### src/rtl/dbus_axil_bridge_if.sv
// dbus_axil_bridge_if: AXI4-Lite master bus between the data bridge and its slave
interface dbus_axil_bridge_if #(parameter int ADDR_W = 32);
  logic [ADDR_W-1:0] awaddr;
  logic awvalid;
  logic awready;
  logic [31:0] wdata;
  logic [3:0] wstrb;
  logic wvalid;
  logic wready;
  logic [1:0] bresp;
  logic bvalid;
  logic bready;
  logic [ADDR_W-1:0] araddr;
  logic arvalid;
  logic arready;
  logic [31:0] rdata;
  logic [1:0] rresp;
  logic rvalid;
  logic rready;
  modport master (
    output awaddr, awvalid, wdata, wstrb, wvalid, bready, araddr, arvalid, rready,
    input awready, wready, bresp, bvalid, arready, rdata, rresp, rvalid
  );
  modport slave (
    input awaddr, awvalid, wdata, wstrb, wvalid, bready, araddr, arvalid, rready,
    output awready, wready, bresp, bvalid, arready, rdata, rresp, rvalid
  );
endinterface

### src/rtl/dbus_axil_bridge.sv
// dbus_axil_bridge: core data port to AXI4-Lite bridge with store strobes and load extension
module dbus_axil_bridge #(
  parameter int ADDR_W = 32,
  parameter bit STRICT_ALIG = 1'b1
) (
  input logic clk,
  input logic rst,
  input logic [ADDR_W-1:0] data_addr_i,
  input logic [31:0] data_i,
  input logic data_we_i,
  input logic data_re_i,
  input logic [2:0] data_size_i,
  output logic [31:0] data_o,
  output logic stall_o,
  output logic err_o,
  dbus_axil_bridge_if.master m
);
  typedef enum logic [2:0] {IDLE, WADDR, WRESP, RADDR, RDATA, MIS, DONE} state_t;
  state_t state, state_n;
  logic [ADDR_W-1:0] addr_q;
  logic [3:0] strb_q, strb_n;
  logic [31:0] wdata_q, wdata_n, sh, ld;
  logic [15:0] half;
  logic [2:0] size_q;
  logic aw_done, w_done, err_q, req, is_b, is_h, mis;
  // Request decode: store lane replication/strobes and alignment check
  always_comb begin
    req = data_we_i | data_re_i;
    is_b = data_size_i[1:0] == 2'b00;
    is_h = data_size_i[1:0] == 2'b01;
    mis = STRICT_ALIG & (is_h ? data_addr_i[0] : !is_b & (|data_addr_i[1:0]));
    wdata_n = is_b ? {4{data_i[7:0]}} : is_h ? {2{data_i[15:0]}} : data_i;
    strb_n = is_b ? 4'b0001 << data_addr_i[1:0] : is_h ? 4'b0011 << {data_addr_i[1], 1'b0} : 4'b1111 << data_addr_i[1:0];
  end
  // Load formatting: shifting by the byte offset also yields the truncated word for relaxed alignment
  always_comb begin
    sh = m.rdata >> {addr_q[1:0], 3'b000};
    half = addr_q[1] ? m.rdata[31:16] : m.rdata[15:0];
    ld = size_q[1:0] == 2'b00 ? {{24{~size_q[2] & sh[7]}}, sh[7:0]} :
         size_q[1:0] == 2'b01 ? {{16{~size_q[2] & half[15]}}, half} : sh;
  end
  // Next-state logic
  always_comb begin
    state_n = state;
    case (state)
      IDLE: if (req) state_n = mis ? MIS : data_we_i ? WADDR : RADDR;
      WADDR: if ((aw_done | m.awready) & (w_done | m.wready)) state_n = WRESP;
      WRESP: if (m.bvalid) state_n = DONE;
      RADDR: if (m.arready) state_n = RDATA;
      RDATA: if (m.rvalid) state_n = DONE;
      MIS: state_n = DONE;
      default: state_n = IDLE;
    endcase
  end
  assign m.awaddr = {addr_q[ADDR_W-1:2], 2'b00};
  assign m.araddr = {addr_q[ADDR_W-1:2], 2'b00};
  assign m.awvalid = (state == WADDR) & ~aw_done;
  assign m.wvalid = (state == WADDR) & ~w_done;
  assign m.wdata = wdata_q;
  assign m.wstrb = strb_q;
  assign m.bready = state == WRESP;
  assign m.arvalid = state == RADDR;
  assign m.rready = state == RDATA;
  assign stall_o = rst & req & (state != DONE);
  assign err_o = (state == DONE) & err_q;
  // State register
  always_ff @(posedge clk or negedge rst) begin
    if (!rst) state <= IDLE;
    else state <= state_n;
  end
  // Request capture, per-channel write completion, response status and load result
  always_ff @(posedge clk or negedge rst) begin
    if (!rst) begin
      addr_q <= '0;
      strb_q <= '0;
      wdata_q <= '0;
      size_q <= '0;
      aw_done <= 1'b0;
      w_done <= 1'b0;
      err_q <= 1'b0;
      data_o <= '0;
    end else begin
      if (state == IDLE && req) begin
        addr_q <= data_addr_i;
        strb_q <= strb_n;
        wdata_q <= wdata_n;
        size_q <= data_size_i;
        aw_done <= 1'b0;
        w_done <= 1'b0;
        err_q <= 1'b0;
      end
      if (state == WADDR) begin
        aw_done <= aw_done | m.awready;
        w_done <= w_done | m.wready;
      end
      if (state == WRESP && m.bvalid) err_q <= |m.bresp;
      if (state == RDATA && m.rvalid) begin
        err_q <= |m.rresp;
        data_o <= ld;
      end
      if (state == MIS) begin
        err_q <= 1'b1;
        data_o <= '0;
      end
    end
  end
endmodule

### src/flat_wrapper.sv
// flat-port wrapper written by rule: the top's interface ports become plain ports
module dbus_axil_bridge_flat 
#(
  parameter int ADDR_W = 32,
  parameter bit STRICT_ALIG = 1'b1
)
  (clk, rst, data_addr_i, data_i, data_we_i, data_re_i, data_size_i, data_o, stall_o, err_o, m_awaddr, m_awvalid, m_wdata, m_wstrb, m_wvalid, m_bready, m_araddr, m_arvalid, m_rready, m_awready, m_wready, m_bresp, m_bvalid, m_arready, m_rdata, m_rresp, m_rvalid);
  dbus_axil_bridge_if #(.ADDR_W(ADDR_W)) m_i ();
  input logic clk;
  input logic rst;
  input logic [ADDR_W-1:0] data_addr_i;
  input logic [31:0] data_i;
  input logic data_we_i;
  input logic data_re_i;
  input logic [2:0] data_size_i;
  output logic [31:0] data_o;
  output logic stall_o;
  output logic err_o;
  output wire logic [$bits(m_i.awaddr)-1:0] m_awaddr;
  output wire logic [$bits(m_i.awvalid)-1:0] m_awvalid;
  output wire logic [$bits(m_i.wdata)-1:0] m_wdata;
  output wire logic [$bits(m_i.wstrb)-1:0] m_wstrb;
  output wire logic [$bits(m_i.wvalid)-1:0] m_wvalid;
  output wire logic [$bits(m_i.bready)-1:0] m_bready;
  output wire logic [$bits(m_i.araddr)-1:0] m_araddr;
  output wire logic [$bits(m_i.arvalid)-1:0] m_arvalid;
  output wire logic [$bits(m_i.rready)-1:0] m_rready;
  input wire logic [$bits(m_i.awready)-1:0] m_awready;
  input wire logic [$bits(m_i.wready)-1:0] m_wready;
  input wire logic [$bits(m_i.bresp)-1:0] m_bresp;
  input wire logic [$bits(m_i.bvalid)-1:0] m_bvalid;
  input wire logic [$bits(m_i.arready)-1:0] m_arready;
  input wire logic [$bits(m_i.rdata)-1:0] m_rdata;
  input wire logic [$bits(m_i.rresp)-1:0] m_rresp;
  input wire logic [$bits(m_i.rvalid)-1:0] m_rvalid;
  assign m_awaddr = m_i.awaddr;
  assign m_awvalid = m_i.awvalid;
  assign m_wdata = m_i.wdata;
  assign m_wstrb = m_i.wstrb;
  assign m_wvalid = m_i.wvalid;
  assign m_bready = m_i.bready;
  assign m_araddr = m_i.araddr;
  assign m_arvalid = m_i.arvalid;
  assign m_rready = m_i.rready;
  assign m_i.awready = m_awready;
  assign m_i.wready = m_wready;
  assign m_i.bresp = m_bresp;
  assign m_i.bvalid = m_bvalid;
  assign m_i.arready = m_arready;
  assign m_i.rdata = m_rdata;
  assign m_i.rresp = m_rresp;
  assign m_i.rvalid = m_rvalid;
  dbus_axil_bridge #(.ADDR_W(ADDR_W), .STRICT_ALIG(STRICT_ALIG)) u_core (.clk(clk), .rst(rst), .data_addr_i(data_addr_i), .data_i(data_i), .data_we_i(data_we_i), .data_re_i(data_re_i), .data_size_i(data_size_i), .data_o(data_o), .stall_o(stall_o), .err_o(err_o), .m(m_i));
endmodule
### config.mk
export PLATFORM = sky130hd
export DESIGN_NAME = dbus_axil_bridge_flat
export DESIGN_NICKNAME = d
export VERILOG_FILES = /design/src/rtl/dbus_axil_bridge_if.sv /design/src/rtl/dbus_axil_bridge.sv /design/src/flat_wrapper.sv
export SDC_FILE = /design/constraint.sdc
export NUM_CORES = 1
export LEC_CHECK = 0
export ABC_AREA = 1
export BUFFER_PORTS_ARGS = -buffer_cell sky130_fd_sc_hd__buf_2
export CORE_MARGIN = 2
export CORE_UTILIZATION = 49
export DETAILED_ROUTE_END_ITERATION = 6
export PLACE_DENSITY_LB_ADDON = 0.25
export SETUP_SLACK_MARGIN = 0.5
export SKIP_LAST_GASP = 1
export SLEW_MARGIN = 20
export SYNTH_ARGS = -nofsm -noshare
export SYNTH_HDL_FRONTEND = slang
export SYNTH_SLANG_ARGS = --single-unit
### constraint.sdc
create_clock -name clk -period 1.9 [get_ports clk]
set_clock_uncertainty 0.2 [all_clocks]
set_input_delay 0.57 -clock clk [delete_from_list [all_inputs] [get_ports clk]]
set_output_delay 0.57 -clock clk [all_outputs]
set_load 0.01 [all_outputs]
==> results of run 1 <==
==> cell type report <==
cell class / instances / share of cell area
clock buffers: 10 / 0.0234
inverters: 44 / 0.0202
flip-flops and latches: 109 / 0.279
clock inverters: 5 / 0.00448
multi-input cells: 621 / 0.348
well taps: 172 / 0.0220
repair buffers: 381 / 0.303
==> layer usage <==
layer	routed length, um	global-route usage	vias to the layer above
met5	0	0	-
met2	11900	0.447	413
met3	2030	0.0763	92
met1	8620	0.358	3479
li1	-	-	3281
met4	1010	0.104	0
==> worst min path at each step <==
stage,end,cells after the start
3_3_place_gp,u_core.m.wdata[4],2
3_5_place_dp,u_core.m.wdata[8],2
4_1_cts,u_core.aw_done,2
2_1_floorplan,u_core.addr_q[0],0
6_report,u_core.aw_done,2
5_1_grt,u_core.aw_done,2
==> state kept, by name, indices dropped and copies added (netlist names) <==
signal,count
u_core.state,3
u_core.data_o,32
u_core.w_done,1
u_core.err_q,1
u_core.addr_q,32
u_core.m.wstrb,4
u_core.m.wdata,32
u_core.size_q,3
u_core.aw_done,1
==> cells by family after synthesis <==
family                 share of synthesized area
buffers and inverters                      0.138
AOI/OAI and AO/OA                         0.0733
and+or+nand+nor                            0.347
DFF                                        0.441
other                                   0.000607
==> power groups by stage <==
stage	clock, uW	combinational, uW	sequential (uW)
floorplan	0	5290	4250
global placement	0	6730	4100
detailed placement	0	6850	4090
CTS	1830	7700	4100
global route	1920	12000	4370
finish	1810	11200	4270
==> cells in the mapped netlist (all sizes together) <==
cell | count | area [um^2]
a21oi | 18 | 93.8
and2 | 1 | 6.26
buf | 99 | 652
clkbuf | 10 | 37.5
clkinv | 1 | 3.75
conb | 1 | 3.75
dfrtp | 109 | 2730
inv | 43 | 161
nand2 | 419 | 1580
nand3 | 70 | 355
nand3b | 1 | 7.51
nand4 | 13 | 81.3
nor2 | 24 | 100
nor3 | 3 | 15.0
o211ai | 5 | 37.5
o21a | 7 | 52.6
o21ai | 48 | 240
o21bai | 1 | 7.51
o22ai | 1 | 6.26
o31ai | 2 | 15.0
==> worst reg2reg max path: stages, from the launching register on <==
cell and delay [ps]:
dfrtp_2 480, buf_6 150, nor2_4 130, buf_6 120
nand2_4 50, nor2_4 160, buf_6 160, clkinv_8 90
buf_12 150, clkbuf_16 170, nand2_2 80, o21ai_1 110
==> stage by stage <==
stage,instance area (um^2),hold WS (ps),cells
after floorplan,6550,74.4,879
after global placement,7390,250,1211
after detailed placement,7390,254,1211
after CTS,8070,122,1257
after global routing,9780,126,1342
final,9780,49.4,1342
==> timing repair <==
action                                  CTS  global route
hold buffers                              0             0
buffers inserted                         25            72
pin swaps                                 9            51
hold endpoints to repair                  0             0
endpoints found under the setup margin  244           244
gates resized for setup                  28           222
gates cloned                              6            13
==> results_dict.tcl, run 1 <==
set metrics [dict create \
    setup_tns_ps -9110 \
    worst_setup_path_end_kind "output port" \
    finalCritPeriodShare 1.15 \
    ys_seq_area_frac 0.441 \
    grt_max_degree 110 \
    p_leak_uw 0.00550 \
    overflow 0 \
    num_vias 7265 \
    path_class "reg2out" \
    cts_sinks 109 \
    numCtsBuffers 9 \
    crit_chain "inv_2 > nor3_1 > buf_2" \
    hold_violations 0 \
    core_area_um2 12500 \
    start_kind "flop" \
    nNetsFinal 1278 \
    antenna_found_initial 0 \
    slew_violations 0 \
    n_antenna_cell 0 \
    max_stage_delay_ps 440 \
    ant_nets 0 \
    multi_input_area_um2 3400 \
    grt_pass1_wl_um 29200 \
    crit_start "u_core.state[0]" \
    ios 251 \
    max_freq_mhz 459 \
    globalplace.congestion 0.872 \
    yosysWarnings 0 \
    drc 0 \
    grt_pass1_vias 6037 \
    worst-path-buf-inv 2 \
    routed_via_density 5.41 \
    rows 41 \
    routed_wl_um 23600 \
    routedWlPerCell_um 17.6 \
    r2r_end "u_core.m.wdata[24]" \
    drt_iter0_drc 507 \
    start_util 0.496 \
    final_common_cell "nand2_1" \
    p_int_uw 9550 \
    dieArea_um2 13500 \
    netlist_instances 876 \
    register_area_um2 2730 \
    worst-path-stages 3 \
    power_switching_uw 7680 \
    total_power_uw 17200 \
    clk_pin_slew_ps 80 \
    setup_slack_ps -277 \
    grt_use_total 0.277 \
    first_pass_iters 6 \
    layout_common_cells "nand2_1 (332), buf_2 (215), dfrtp_1 (105)" \
    r2r_start "u_core.state[2]" \
    place_ws_ps -80.2 \
    die_x_um 116 \
    p_sw_frac 0.446 \
    cp.required_ps 1130 \
    synth_cell_types 29 \
    cts_htree_levels 3 \
    p_per_area_nw_per_um2 1760 \
    comb_power_share 0.647 \
    final_core_util 0.785 \
    timing_worst_slew_pin_value_ps 603 \
    slew-limit-headroom 0.598 \
    die_h_um 116 \
    reg2reg_depth 11 \
    crit_slowest_cell "dfrtp_1" \
    cpLargestDelayFamily "flip-flops" \
    area_growth_pct 58.2 \
    root_buffer "clkbuf_16" \
    rsz0062_at_grt "yes" \
    status "finished with violations" \
    clk_path_buf_depth 2 \
    syn_area_um2 6180 \
    crit_end "m_arvalid" \
    post-dp-hpwl_um 12200 \
    clock_power_share 0.105 \
    violations "setup timing" \
    io_buffers 246 \
    peakVddDrop_uv 1530 \
    hp-class "in2async" \
    arrival_ps 1410 \
    reg2reg_slack_ps -270 \
    seq_power_share 0.248 \
    path_max_fanout 4 \
    setup_viol 73 \
    cts_tree "yes" \
    avgSynthCellArea_um2 7.06 \
    n_fill_cell 908 \
    synth_seq_cells 109 \
    insertion_delay_ps 360 \
    drive_gt1_frac 0.480 \
    period_minus_slack_ps 2180 \
    cap_viol_max_count 0 \
]
(Power assumes the default switching activity.)
==> run 2: changes to the inputs <==
Settings changed: CORE_UTILIZATION 49 to 50.
Clock period 1.9 ns to 2.6 ns, I/O delays scaled along.
==> run 2 against run 1 <==
- the flow now finishes without violations
- wire length is 28% lower
- critical path depth grew 1
- count of clock-buffer cells in the layout up 1
- total power fell by 46%
- die area fell by 1.9%
- utilization down 15 points
- sequential power is 29% lower
==> results_dict.tcl, run 2 (same netlist as run 1, synthesis figures left out) <==
set metrics [dict create \
    status "complete, no violations" \
    drt_iter0_drc 398 \
    finalCritPeriodShare 0.889 \
    timing_worst_slew_pin_value_ps 617 \
    clk_pin_slew_ps 70 \
    peakVddDrop_uv 594 \
    path_class "reg2out" \
    die_x_um 115 \
    nNetsFinal 1175 \
    drive_gt1_frac 0.307 \
    rows 40 \
    slew-limit-headroom 0.589 \
    max_stage_delay_ps 450 \
    rsz0062_at_grt "yes" \
    crit_chain "buf_6 > nor3_4 > and2_1 > buf_2" \
    period_minus_slack_ps 2310 \
    io_buffers 246 \
    routed_wl_um 17100 \
    crit_slowest_cell "dfrtp_2" \
    timing.hold.ws_ps 270 \
    cp.required_ps 1620 \
    routedWlPerCell_um 13.8 \
    core_area_um2 12100 \
    overflow 0 \
    num_vias 6218 \
    path_max_fanout 4 \
    root_buffer "clkbuf_16" \
    total_power_uw 9360 \
    final_common_cell "nand2_1" \
    drc 0 \
    die_h_um 115 \
    slew_violations 0 \
    cts_tree "yes" \
    worst_setup_path_end_kind "output port" \
    hp-class "reg2reg" \
    n_antenna_cell 0 \
    layout_common_cells "nand2_1 (415), buf_2 (243), dfrtp_1 (104)" \
    reg2reg_slack_ps 630 \
    ant_nets 0 \
    hold_violations 0 \
    insertion_delay_ps 340 \
    area_growth_pct 23.6 \
    routed_via_density 5.03 \
    p_per_area_nw_per_um2 1220 \
    dieArea_um2 13300 \
    setup_tns_ps 0 \
    grt_pass1_wl_um 27100 \
    first_pass_iters 5 \
    antenna_found_initial 1 \
    arrival_ps 1330 \
    start_util 0.513 \
    start_kind "flop" \
    post-dp-hpwl_um 11800 \
    grt_use_total 0.256 \
    numCtsBuffers 9 \
    setup_viol 0 \
    cts_sinks 109 \
    ios 251 \
    cts_htree_levels 3 \
    cts_hold_buf 0 \
    cap_viol_max_count 0 \
    max_freq_mhz 433 \
    p_leak_uw 0.00452 \
    clk_path_buf_depth 2 \
    grt_max_degree 110 \
    grt_pass1_vias 5592 \
    globalplace.congestion 0.949 \
]
run 2: changes by cell type in the layout (fill, tap and decap cells not counted), sizes merged, moves of 2 or more:
cell / previous run / this run
clkbuf: 21 / 11
nand3: 73 / 70
clkinvlp: 2 / 0
buf: 370 / 282
run 2: cell type report:
class	instances	area, um^2
Fill cell	1142	4420
Clock inverter	4	55.1
Tap cell	168	210
Clock buffer	11	243
Timing Repair Buffer	282	1570
Multi-Input combinational cell	617	2660
Sequential cell	109	2730
Inverter	44	168
run 2: final timing paths:
kind                                          end  cells past startpoint               from
worst max-delay path                        err_o                      4    u_core.state[0]
max in group asynchronous         u_core.state[0]                      2                rst
worst min-delay path            u_core.m.wdata[4]                      2  u_core.m.wdata[4]
min in group asynchronous       u_core.data_o[14]                      2                rst
worst min register to register  u_core.m.wdata[4]                      2  u_core.m.wdata[4]
worst max register to register       u_core.err_q                      9    u_core.state[0]
run 2: power breakdown:
part	internal, uW	switching (uW)	leakage, uW
logic	1940	3000	0.00302
clock network	778	625	0.000148
registers	2470	554	0.00136
run 2: stage by stage:
| step | area (um^2) | instances | utilization | setup slack (ps) |
|---|---|---|---|---|
| global route | 7640 | 1235 | 0.634 | 255 |
| detailed placement | 7130 | 1204 | 0.591 | 213 |
| finish | 7640 | 1235 | 0.634 | 288 |
| floorplan | 6200 | 879 | - | 515 |
| CTS | 7550 | 1230 | 0.626 | 295 |
| global placement | 7130 | 1204 | 0.591 | 215 |
run 2: worst max-delay path, delay by kind of cell, from the launching register on:
family | cells | cell delay, ps
buffers and inverters | 2 | 260
flip-flops | 1 | 450
AND/OR/NAND/NOR | 2 | 280
run 2: routing by layer:
| metal | share of wire | up-vias | global-route usage |
|---|---|---|---|
| met2 | 0.47 | 278 | 0.415 |
| li1 | - | 3069 | - |
| met3 | 0.076 | 38 | 0.0527 |
| met1 | 0.43 | 2831 | 0.344 |
| met4 | 0.026 | 2 | 0.0867 |
| met5 | 0.00065 | - | 0 |
run 2: what timing repair did:
| item | CTS | global route |
|---|---|---|
| setup buffers | 11 | 5 |
| setup endpoints to repair | 7 | 54 |
| pin swaps | 4 | 7 |
| resized for setup | 16 | 13 |
